### config.mk
export PLATFORM = sky130hd
export DESIGN_NAME = pipeline_control
export DESIGN_NICKNAME = d
export VERILOG_FILES = /design/src/rtl/pipe_pkg.sv /design/src/rtl/pipe_track_entry.sv /design/src/rtl/pipeline_control.sv
export SDC_FILE = /design/constraint.sdc
export NUM_CORES = 1
export LEC_CHECK = 0
export CORE_ASPECT_RATIO = 1.1
export CORE_MARGIN = 2
export CORE_UTILIZATION = 57
export DETAILED_ROUTE_END_ITERATION = 8
export GPL_ROUTABILITY_DRIVEN = 0
export PLACE_DENSITY = 0.82
export SYNTH_ARGS = -nofsm -noshare
export SYNTH_HDL_FRONTEND = slang
export SYNTH_HIERARCHICAL = 1
export SYNTH_SLANG_ARGS = --single-unit
### constraint.sdc
create_clock -name clk_i -period 3.9 [get_ports clk_i]
set_clock_uncertainty 0.05 [all_clocks]
set_input_delay 0.585 -clock clk_i [delete_from_list [all_inputs] [get_ports clk_i]]
set_output_delay 0.585 -clock clk_i [all_outputs]
set_load 0.03 [all_outputs]
### src/rtl/pipe_pkg.sv
// Shared stage indices, forward-select encodings and control-mode type for the
// pipeline hazard controller.
package pipe_pkg;

  localparam int STAGE_EX    = 2;
  localparam int STAGE_MEM   = 3;
  localparam int FWD_FROM_RF = 0;

  typedef enum logic [1:0] {
    CTRL_RESET,
    CTRL_BUSY,
    CTRL_STALL,
    CTRL_RUN
  } ctrl_mode_e;

  // Forward code k selects the result held in stage STAGE_EX + k.
  function automatic int fwd_code(input int stage);
    return stage - STAGE_EX;
  endfunction

endpackage

### src/rtl/pipe_track_entry.sv
// One tracking entry {valid, regwrite, memread, rd} for a single pipeline stage,
// with hold (keep contents) and bubble (load an empty entry) controls.
module pipe_track_entry #(
  parameter int RA_W = 5
) (
  input  logic            clk,
  input  logic            srst,
  input  logic            hold,
  input  logic            bubble,
  input  logic            valid_next,
  input  logic            regwrite_next,
  input  logic            memread_next,
  input  logic [RA_W-1:0] rd_next,
  output logic            valid,
  output logic            regwrite,
  output logic            memread,
  output logic [RA_W-1:0] rd
);

  logic            valid_reg;
  logic            regwrite_reg;
  logic            memread_reg;
  logic [RA_W-1:0] rd_reg;

  // Hold wins over bubble so a stalled EX entry survives an overlapping stall.
  always_ff @(posedge clk) begin
    if (srst) begin
      valid_reg    <= 1'b0;
      regwrite_reg <= 1'b0;
      memread_reg  <= 1'b0;
      rd_reg       <= '0;
    end else if (!hold) begin
      if (bubble) begin
        valid_reg    <= 1'b0;
        regwrite_reg <= 1'b0;
        memread_reg  <= 1'b0;
        rd_reg       <= '0;
      end else begin
        valid_reg    <= valid_next;
        regwrite_reg <= regwrite_next;
        memread_reg  <= memread_next;
        rd_reg       <= rd_next;
      end
    end
  end

  assign valid    = valid_reg;
  assign regwrite = regwrite_reg;
  assign memread  = memread_reg;
  assign rd       = rd_reg;

endmodule

### src/rtl/pipeline_control.sv
// Hazard controller: tracks destinations in EX..WB, raises load-use and branch
// stalls, handles multi-cycle EX holds and selects EX operand forwarding.
module pipeline_control
  import pipe_pkg::*;
#(
  parameter int STAGES     = 5,
  parameter int RA_W       = 5,
  parameter int LOAD_READY = STAGES - 1,
  parameter int FWD_W      = $clog2(STAGES - 2)
) (
  input  logic             clk_i,
  input  logic             rst_i,
  input  logic [RA_W-1:0]  id_rs1_i,
  input  logic [RA_W-1:0]  id_rs2_i,
  input  logic [RA_W-1:0]  id_rd_i,
  input  logic             id_regwrite_i,
  input  logic             id_memread_i,
  input  logic             id_branch_i,
  input  logic             branch_taken_i,
  input  logic             ex_busy_i,
  output logic             pc_write_o,
  output logic             ifid_write_o,
  output logic             ifid_flush_o,
  output logic             idex_bubble_o,
  output logic             idex_write_o,
  output logic             exmem_bubble_o,
  output logic [FWD_W-1:0] fwd_a_o,
  output logic [FWD_W-1:0] fwd_b_o
);

  logic            in_valid    [STAGE_EX:STAGES-1];
  logic            in_regwrite [STAGE_EX:STAGES-1];
  logic            in_memread  [STAGE_EX:STAGES-1];
  logic [RA_W-1:0] in_rd       [STAGE_EX:STAGES-1];
  logic            ent_hold    [STAGE_EX:STAGES-1];
  logic            ent_bubble  [STAGE_EX:STAGES-1];
  logic            ent_valid   [STAGE_EX:STAGES-1];
  logic            ent_regwrite[STAGE_EX:STAGES-1];
  logic            ent_memread [STAGE_EX:STAGES-1];
  logic [RA_W-1:0] ent_rd      [STAGE_EX:STAGES-1];
  logic            id_hit      [STAGE_EX:STAGES-1];
  logic            fwd_hit_a   [STAGE_MEM:STAGES-1];
  logic            fwd_hit_b   [STAGE_MEM:STAGES-1];

  logic [RA_W-1:0] ex_rs1_reg;
  logic [RA_W-1:0] ex_rs2_reg;
  logic            load_use;
  logic            branch_hazard;
  logic            stall;
  logic [FWD_W-1:0] fwd_a_next;
  logic [FWD_W-1:0] fwd_b_next;
  ctrl_mode_e      mode;

  genvar gi;
  generate
    for (gi = STAGE_EX; gi < STAGES; gi++) begin : g_entry
      if (gi == STAGE_EX) begin : g_ex
        assign in_valid[gi]    = 1'b1;
        assign in_regwrite[gi] = id_regwrite_i;
        assign in_memread[gi]  = id_memread_i;
        assign in_rd[gi]       = id_rd_i;
        assign ent_hold[gi]    = ex_busy_i;
        assign ent_bubble[gi]  = stall;
      end else begin : g_shift
        assign in_valid[gi]    = ent_valid[gi-1];
        assign in_regwrite[gi] = ent_regwrite[gi-1];
        assign in_memread[gi]  = ent_memread[gi-1];
        assign in_rd[gi]       = ent_rd[gi-1];
        assign ent_hold[gi]    = 1'b0;
        // MEM receives an empty slot each cycle EX is held, draining older work.
        assign ent_bubble[gi]  = (gi == STAGE_MEM) ? ex_busy_i : 1'b0;

        // Loads only forward once their data exists.
        assign fwd_hit_a[gi] = ent_valid[gi] && ent_regwrite[gi] &&
                               (!ent_memread[gi] || (gi >= LOAD_READY)) &&
                               (ent_rd[gi] != '0) && (ent_rd[gi] == ex_rs1_reg);
        assign fwd_hit_b[gi] = ent_valid[gi] && ent_regwrite[gi] &&
                               (!ent_memread[gi] || (gi >= LOAD_READY)) &&
                               (ent_rd[gi] != '0) && (ent_rd[gi] == ex_rs2_reg);
      end

      assign id_hit[gi] = (ent_rd[gi] != '0) &&
                          ((ent_rd[gi] == id_rs1_i) || (ent_rd[gi] == id_rs2_i));

      pipe_track_entry #(
        .RA_W(RA_W)
      ) u_entry (
        .clk           (clk_i),
        .srst          (rst_i),
        .hold          (ent_hold[gi]),
        .bubble        (ent_bubble[gi]),
        .valid_next    (in_valid[gi]),
        .regwrite_next (in_regwrite[gi]),
        .memread_next  (in_memread[gi]),
        .rd_next       (in_rd[gi]),
        .valid         (ent_valid[gi]),
        .regwrite      (ent_regwrite[gi]),
        .memread       (ent_memread[gi]),
        .rd            (ent_rd[gi])
      );
    end
  endgenerate

  // EX sources travel with entry 2: held while busy, emptied on a bubble.
  always_ff @(posedge clk_i) begin
    if (rst_i) begin
      ex_rs1_reg <= '0;
      ex_rs2_reg <= '0;
    end else if (!ex_busy_i) begin
      if (stall) begin
        ex_rs1_reg <= '0;
        ex_rs2_reg <= '0;
      end else begin
        ex_rs1_reg <= id_rs1_i;
        ex_rs2_reg <= id_rs2_i;
      end
    end
  end

  always_comb begin
    load_use      = 1'b0;
    branch_hazard = 1'b0;
    for (int s = STAGE_EX; s < STAGES; s++) begin
      if ((s + 1 < LOAD_READY) && ent_valid[s] && ent_memread[s] && id_hit[s])
        load_use = 1'b1;
      if ((s <= STAGES - 2) && ent_valid[s] && ent_regwrite[s] && id_hit[s] && id_branch_i)
        branch_hazard = 1'b1;
    end
  end

  assign stall = load_use | branch_hazard;

  // Walk oldest to youngest so the youngest qualifying producer wins.
  always_comb begin
    fwd_a_next = FWD_W'(FWD_FROM_RF);
    fwd_b_next = FWD_W'(FWD_FROM_RF);
    for (int s = STAGES - 1; s >= STAGE_MEM; s--) begin
      if (fwd_hit_a[s]) fwd_a_next = FWD_W'(fwd_code(s));
      if (fwd_hit_b[s]) fwd_b_next = FWD_W'(fwd_code(s));
    end
  end

  always_comb begin
    if (rst_i)          mode = CTRL_RESET;
    else if (ex_busy_i) mode = CTRL_BUSY;
    else if (stall)     mode = CTRL_STALL;
    else                mode = CTRL_RUN;
  end

  always_comb begin
    pc_write_o     = 1'b1;
    ifid_write_o   = 1'b1;
    ifid_flush_o   = 1'b0;
    idex_bubble_o  = 1'b0;
    idex_write_o   = 1'b1;
    exmem_bubble_o = 1'b0;
    fwd_a_o        = fwd_a_next;
    fwd_b_o        = fwd_b_next;
    case (mode)
      CTRL_RESET: begin
        pc_write_o     = 1'b0;
        ifid_write_o   = 1'b0;
        ifid_flush_o   = 1'b1;
        idex_bubble_o  = 1'b1;
        exmem_bubble_o = 1'b1;
        fwd_a_o        = FWD_W'(FWD_FROM_RF);
        fwd_b_o        = FWD_W'(FWD_FROM_RF);
      end
      CTRL_BUSY: begin
        pc_write_o     = 1'b0;
        ifid_write_o   = 1'b0;
        idex_write_o   = 1'b0;
        exmem_bubble_o = 1'b1;
      end
      CTRL_STALL: begin
        pc_write_o    = 1'b0;
        ifid_write_o  = 1'b0;
        idex_bubble_o = 1'b1;
      end
      default: begin
        ifid_flush_o = branch_taken_i;
      end
    endcase
  end

endmodule

After elaboration in Yosys (flattened, before gate mapping)
Index checks and enable logic that the tools add are counted.
{"block": "totals", "n_memories": 0, "wordCells": 77, "output_inout_bits": 10, "mem_bits_rw": 0, "ff_bits": 33, "latch_bits": 0, "rom_bits": 0}
{"block": "classes", "reduce_logical": 30, "eq_ne": 10, "add_sub_neg": 0, "n_bitwise": 1, "mux": 23, "div": 0, "multipliers": 0, "magnitude_cmp": 0, "shifts": 0}
{"op": "$eq A5 B5 Y1", "count": 8}
{"op": "$logic_and A1 B1 Y1", "count": 18}
{"op": "$mux W2", "count": 8}
{"op": "$mux W5", "count": 3}
{"op": "$reduce_bool A5 Y1", "count": 3}
{"op": "$mux W1", "count": 11}
{"op": "$reduce_or A2 Y1", "count": 4}
{"op": "$reduce_or A3 Y1", "count": 1}
{"op": "$eq A2 B1 Y1 const B", "count": 1}
{"op": "$eq A2 B2 Y1 const B", "count": 1}
{"op": "$logic_not A2 Y1", "count": 1}
{"op": "$logic_or A1 B1 Y1", "count": 2}
{"op": "$pmux W1 S2", "count": 1}
{"op": "$logic_not A1 Y1", "count": 1}
{"op": "$or A1 B1 Y1", "count": 1}

Depth between registers and ports, before layout
Gate-level depths: netlist (run 1).
{"block": "logic_depth", "depth_word": 14, "mapped_depth": 10}

By module
The synthesis (run 1) kept the hierarchy.
{"module": "pipe_track_entry", "area_per_inst_um2": 325.3, "instances": 3, "cells_per_inst": 36}
{"module": "pipeline_control", "area_per_inst_um2": 949.7, "instances": 1, "cells_per_inst": 113}

Worst setup path after synthesis (run 1)
OpenSTA, ideal clock, no wires.
{"block": "synth_timing", "path_kind": "register to output", "startpoint": "register g_entry[3].u_entry.rd_reg[0]", "endpoint": "output port pc_write_o", "t_arrival_ns": 2.093, "path_stages_with_launch": 8, "path_slack_ns": 1.172, "required_time_ns": 3.265, "cell_sequence": "dfxtp_1 -> buf_6 -> or3_1 -> o311a_1 -> a32oi_2 -> buf_6 -> and2_1 -> buf_4"}
{"block": "synth_between", "elab_chain_cells": 13, "word_cells_on_any_way": 17, "cone_classes": "eq/ne (4); mux (5); bitwise (1); reduce/logical (7)"}
{"element": "start, declared", "line": "pipe_track_entry.sv:23", "rtl": "logic [RA_W-1:0] rd_reg;"}
{"element": "start signal, assigned", "line": "pipe_track_entry.sv:42", "rtl": "rd_reg <= rd_next;"}
{"element": "$eq A5 B5 Y1", "line": "pipeline_control.sv:83", "rtl": "((ent_rd[gi] == id_rs1_i) || (ent_rd[gi] == id_rs2_i));"}
{"element": "$logic_or A1 B1 Y1", "line": "pipeline_control.sv:83"}
{"element": "$logic_and A1 B1 Y1 *", "line": "pipeline_control.sv:82", "rtl": "assign id_hit[gi] = (ent_rd[gi] != '0) &&"}
{"element": "$logic_and A1 B1 Y1 * (2 in series)", "line": "pipeline_control.sv:126", "rtl": "if ((s <= STAGES - 2) && ent_valid[s] && ent_regwrite[s] && id_hit[s] && id_branch_i)"}
{"element": "$mux W1 *", "line": "pipeline_control.sv:126"}
{"element": "$or A1 B1 Y1 *", "line": "pipeline_control.sv:131", "rtl": "assign stall = load_use | branch_hazard;"}
{"element": "$mux W1 *", "line": "pipeline_control.sv:146", "rtl": "else if (stall) mode = CTRL_STALL;"}
{"element": "$mux W2 *", "line": "pipeline_control.sv:145", "rtl": "else if (ex_busy_i) mode = CTRL_BUSY;"}
{"element": "$mux W2 *", "line": "pipeline_control.sv:144", "rtl": "if (rst_i) mode = CTRL_RESET;"}
{"element": "$eq A2 B1 Y1 (tied with other cells)"}
{"element": "$reduce_or A3 Y1 (no source line) *"}
{"element": "$mux W1 *"}
{"element": "end, declared", "line": "pipeline_control.sv:21", "rtl": "output logic pc_write_o,"}
Every way passes the cells marked *; elsewhere a longest branch is shown, timed or not.

Worst setup path after layout (run 1)
{"block": "layout_timing", "startpoint": "register g_entry[3].u_entry.rd_reg[0]", "endpoint": "output port fwd_a_o[1]"}
{"block": "layout_between", "elab_chain_cells": 12, "word_cells_on_any_way": 18, "cone_classes": "eq/ne (3); mux (6); bitwise (1); reduce/logical (8)"}
{"element": "$eq A5 B5 Y1", "line": "pipeline_control.sv:83"}
{"element": "$logic_or A1 B1 Y1", "line": "pipeline_control.sv:83"}
{"element": "$logic_and A1 B1 Y1", "line": "pipeline_control.sv:82"}
{"element": "$logic_and A1 B1 Y1 (2 in series)", "line": "pipeline_control.sv:126"}
{"element": "$mux W1", "line": "pipeline_control.sv:126"}
{"element": "$or A1 B1 Y1", "line": "pipeline_control.sv:131"}
{"element": "$mux W1", "line": "pipeline_control.sv:146"}
{"element": "$mux W2", "line": "pipeline_control.sv:145"}
{"element": "$mux W2", "line": "pipeline_control.sv:144"}
{"element": "$logic_not A2 Y1", "line": "pipeline_control.sv:159", "rtl": "case (mode)"}
{"element": "$mux W2 *", "line": "pipeline_control.sv:159"}
{"element": "end, declared", "line": "pipeline_control.sv:27", "rtl": "output logic [FWD_W-1:0] fwd_a_o,"}
Marks and branches as above.

==> run summary, run 1 <==
Design Area, Final - 0.00223 mm^2
Failing checks - DRC
Share of layout cells above drive strength 1 - 7.82%
Worst setup SP type - flop
Non-Filler Instances - 277
Placed cells - 270
Die ar. - 0.00379 mm^2
Type of the most critical hold path - flop to flop
HPWL after DPL - 2.99 mm
Starting Density - 60.9%
Core box area - 0.00310 mm^2
Final #Nets - 265
Max-slew violations - 0
Chip Height - 64.4 um
Multi-input gate area - 0.00111 mm^2
Vias per inst - 5.68
Max reg flops - 15
P_leak - 0.000819 uW
Ys Warns - 6
Final setup fails - 0
Post-CTS resize count - 0
Post-Route WL - 4.16 mm
Worst IR Drop VDD - 0.000211 V
Internal power - 546 uW
Fmax - 301 MHz
Sw Share - 25.8%
Worst R2R Setup Slack - 1510 ps
Clk slew on worst S/H paths - 100 ps
Max_slew headroom - 47.8%
Cell area after synthesis - 0.00189 mm^2
Clk pwr share - 33.4%
Least-Margin Pin Slew - 780 ps
RSZ-0062 raised after global routing - false
Outcome - finished with violations
Clk sink count - 33
Vias in the first global route - 1499
Cts-stage hold buffer count - 0
Fin util - 71.8%
Layout area overhead - 17.8%
Port Buf Inserts - 31
Residual DRC - 1
CTS Buf Count - 5
Worst setup EP type - primary output
CTS Root Cell - clkbuf_4
Period utilisation layout - 85.2%
Seq. cell area - 661 um^2
Worst EP arrival - 2690 ps
Worst skew pair latency - 340 ps
Initial antenna violation count - 0
Final TNS setup - 0 ps
GRT overflow - 0
Fin crit period - 3320 ps
Count of antenna-violating nets left after detailed routing - 0
Cell Area, Placed - 0.00215 mm^2
Max-cap violations - 0
WL/cell - 15.0 um
Combinational power share - 16.5%
Pwr dens - 331 mW/mm^2
Mean post-synth cell area - 8.71 um^2
CTS tree - yes
First-pass GRT wire length - 7.22 mm
Clock Path Buffers - 2
Num ports - 32
Diodes inserted - 0
Psw - 190 uW
Largest net degree at the start of global routing - 48
Crit Path Class - flop to primary output
Vias - 1574
Max FO, Critical Path - 7
Final hold vios - 0
Syn Inst Count - 217
Die width - 58.9 um
Worst Path Required - 3260 ps
H-tree depth - 2
GRT Total Usage - 25.3%
Post-CTS Setup Bufs - 0
# rows - 21
Detailed Route Iter0 Violations - 93
Seq pwr share - 50.0%
Filler cell count - 255
Pre-antenna DRT Iters - 6
-- stage by stage --
stage	setup WS [ps]	power, uW	hold slack (ps)
finish	577	736	449
global route	470	778	485
CTS	561	740	452
detailed placement	710	495	440
global placement	750	493	427
floorplan	1170	453	407
-- routing by layer --
| layer | routed length (um) | global-route usage (%) | up-vias |
|---|---|---|---|
| li1 | - | - | 798 |
| met1 | 1910 | 32.8 | 714 |
| met2 | 1960 | 39.7 | 55 |
| met3 | 215 | 6.48 | 7 |
| met4 | 78 | 9.38 | 0 |
| met5 | 0 | 0 | - |
-- placed cells by master (no fill, tap or decap), types with 2 or more instances in the layout --
| master | instances |
|---|---|
| dfxtp_1 | 33 |
| clkdlybuf4s50_1 | 29 |
| xnor2_1 | 28 |
| nand2_1 | 28 |
| o22ai_1 | 22 |
| nand2b_1 | 20 |
| xor2_1 | 12 |
| a32o_1 | 10 |
| nor2_1 | 6 |
| nand3_1 | 5 |
| clkbuf_4 | 5 |
| conb_1 | 5 |
| buf_4 | 5 |
| inv_1 | 4 |
| nor3_1 | 3 |
| or2_1 | 3 |
| or3b_4 | 3 |
| a21oi_2 | 3 |
| or4_1 | 2 |
| nor3b_1 | 2 |
| nand4_1 | 2 |
-- worst max-delay path, cell delays in order (launching register included) --
cell	delay, ps
dfxtp_1	440
or3_1	400
o311a_1	330
nor2b_1	170
nand4_1	100
nor3b_1	200
clkdlybuf4s50_1	700
-- power by group through the flow --
stage          clock, uW  combinational [uW]  sequential (uW)
2_1_floorplan          0                83.9              369
3_3_place_gp           0                 118              376
3_5_place_dp           0                 119              376
4_1_cts              251                 120              368
5_1_grt              273                 134              370
6_report             246                 122              369
-- final cells by class --
type	instances	share of cell area [%]
multi-input cells	165	49.7
flip-flops and latches	33	29.7
repair buffers	34	14.7
well taps	34	1.91
clock buffers	5	1.69
clock inverters	2	1.57
inverters	4	0.675
-- worst paths after layout --
kind,startpoint,endpoint,depth (start not counted)
setup reg to reg,g_entry[3].u_entry/rd[0]$_SDFFE_PP0N_,g_entry[2].u_entry/rd[3]$_SDFFE_PP0N_,7
hold reg to reg,g_entry[2].u_entry/valid$_SDFFE_PP0N_,g_entry[3].u_entry/valid$_SDFFE_PP0N_,2
hold / removal,g_entry[2].u_entry/valid$_SDFFE_PP0N_,g_entry[3].u_entry/valid$_SDFFE_PP0N_,2
setup / recovery,g_entry[3].u_entry/rd[0]$_SDFFE_PP0N_,fwd_a_o[1],6
Note: power is estimated with default switching activity, not from simulation.
==> run 2: changes to the inputs <==
--- a/config.mk
+++ b/config.mk
@@ -6,7 +6,6 @@
 export NUM_CORES = 1
 export LEC_CHECK = 0
 export CORE_ASPECT_RATIO = 1.1
-export CORE_MARGIN = 2
 export CORE_UTILIZATION = 57
 export DETAILED_ROUTE_END_ITERATION = 8
 export GPL_ROUTABILITY_DRIVEN = 0
==> run 2 against run 1 <==
The flow still finishes with violations (DRC). Sequential share of layout area increased by 0.24 points. Worst hold slack improved by 1.5 ps. Register-to-register slack improved by 50 ps. Clock-buffer cell count increased by 2.
==> run summary, run 2 (synthesis results as in run 1) <==
Outcome - finished with violations
Failing checks - DRC
Clk pwr share - 28.1%
Vias - 1544
Commonest cells after routing, fill and taps aside - dfxtp_1, clkdlybuf4s50_1, xnor2_1, nand2_1, o22ai_1
Max-cap violations - 0
Type of the most critical hold path - flop to flop
Worst setup EP type - primary output
Die width - 56.9 um
CP max-delay cell - clkdlybuf4s50_1
Hold path cells - 2
Sw Share - 26.3%
Vias per inst - 5.57
P_leak - 0.000809 uW
Design Area, Final - 0.00221 mm^2
Chip Height - 62.4 um
CTS tree - yes
Worst r2r dst - g_entry[2].u_entry/rd[3]$_SDFFE_PP0N_
Pre-antenna DRT Iters - 8
CTS Root Cell - clkbuf_4
Num ports - 32
Cts-stage hold buffer count - 0
Pre-CTS WS - 708 ps
Period utilisation layout - 83.3%
H-tree depth - 2
Worst setup SP type - flop
Slowest Stage Delay on Critical Path - 690 ps
Diodes inserted - 0
WL/cell - 14.1 um
Clock Path Buffers - 2
Psw - 179 uW
Fmax - 308 MHz
Share of layout cells above drive strength 1 - 7.41%
Post-CTS resize count - 0
Post-Route WL - 3.91 mm
Max reg flops - 15
R2R cell count - 7
CP top delay family - simple AND/OR/NAND/NOR gates
Pwr dens - 308 mW/mm^2
Bufs and invs on worst path - 1
Final TNS setup - 0 ps
Cell Area, Placed - 0.00215 mm^2
Fin crit period - 3250 ps
Max-slew violations - 0
Largest net degree at the start of global routing - 48
Layout area overhead - 16.9%
Least-Margin Pin Slew - 772 ps
Count of antenna-violating nets left after detailed routing - 0
Port Buf Inserts - 31
Clk slew on worst S/H paths - 90 ps
Post-CTS Setup Bufs - 0
Worst reg2reg startpoint - g_entry[3].u_entry/rd[0]$_SDFFE_PP0N_
# rows - 21
Final #Nets - 265
Detailed Route Iter0 Violations - 93
HPWL after DPL - 2.87 mm
Clk sink count - 33
Final hold vios - 0
Residual DRC - 2
Vias in the first global route - 1388
Final setup margin - 650 ps
Worst Path Required - 3260 ps
GRT Total Usage - 23.9%
Internal power - 501 uW
CTS Buf Count - 5
Max FO, Critical Path - 7
Combinational power share - 17.7%
GRT overflow - 0
Critical path, cell by cell - or3_1, o311a_1, nor2b_1, nand4_1, nor3b_1, clkdlybuf4s50_1
Worst IR Drop VDD - 0.000193 V
Seq pwr share - 54.2%
Starting Density - 60.9%
Most common cell after layout, fill and taps aside - dfxtp_1
RSZ-0062 raised after global routing - false
Worst EP arrival - 2610 ps
Worst skew pair latency - 320 ps
First-pass GRT wire length - 6.54 mm
Initial antenna violation count - 0
Core box area - 0.00310 mm^2
Crit Path Class - flop to primary output
Worst Hold Launch - g_entry[2].u_entry/valid$_SDFFE_PP0N_
Worst Hold Path EP - g_entry[2].u_entry/valid$_SDFFE_PP0N_
Worst R2R Setup Slack - 1560 ps
Die ar. - 0.00355 mm^2
Final setup fails - 0
Max_slew headroom - 48.3%
run 2: worst reg2reg max path, stage by stage (launching register included):
cell and delay (ps):
dfxtp_1 430, or3_1 410, o311a_1 330, a32oi_2 280, buf_4 240, inv_1 70, or3b_4 370, a21oi_2 120
run 2: worst max-delay path by stage:
stage / start / end / slack, ps / cells past startpoint
final: g_entry[3].u_entry/rd[0]$_SDFFE_PP0N_ / fwd_a_o[1] / 650 / 6
after CTS: g_entry[3].u_entry/rd[0]$_SDFFE_PP0N_ / fwd_a_o[1] / 630 / 6
after detailed placement: id_rs1_i[0] / idex_bubble_o / 710 / 7
after global placement: id_rs1_i[0] / ifid_flush_o / 750 / 7
after global routing: g_entry[3].u_entry/rd[0]$_SDFFE_PP0N_ / fwd_a_o[1] / 520 / 6
after floorplan: g_entry[3].u_entry/rd[0]$_SDFFE_PP0N_ / pc_write_o / 1170 / 7
run 2: final cells by class:
| class | instances | area [um^2] |
|---|---|---|
| Timing Repair Buffer | 34 | 328 |
| Clock buffer | 7 | 55.1 |
| Inverter | 4 | 15.0 |
| Sequential cell | 33 | 661 |
| Multi-Input combinational cell | 165 | 1110 |
| Fill cell | 262 | 892 |
| Tap cell | 34 | 42.5 |
run 2: power groups by stage:
stage / combinational, uW / sequential (uW) / clock [uW]
floorplan: 83.9 / 369 / 0
detailed placement: 119 / 376 / 0
CTS: 120 / 368 / 197
finish: 120 / 369 / 191
global placement: 118 / 376 / 0
global route: 132 / 370 / 216
run 2: metal layers:
layer	vias to the layer above	global-route usage, %	routed length, um
met2	55	37.4	1770
met4	0	11.0	93
li1	794	-	-
met1	685	30.9	1790
met3	10	5.80	255
met5	-	0	0
run 2: stage by stage:
step	hold WS, ps	utilization [%]	std cells	total power, uW
2_1_floorplan	407	-	220	453
4_1_cts	452	71.2	277	684
6_report	451	71.2	277	680
5_1_grt	473	71.2	277	718
3_5_place_dp	438	69.5	270	495
3_3_place_gp	436	69.5	270	493
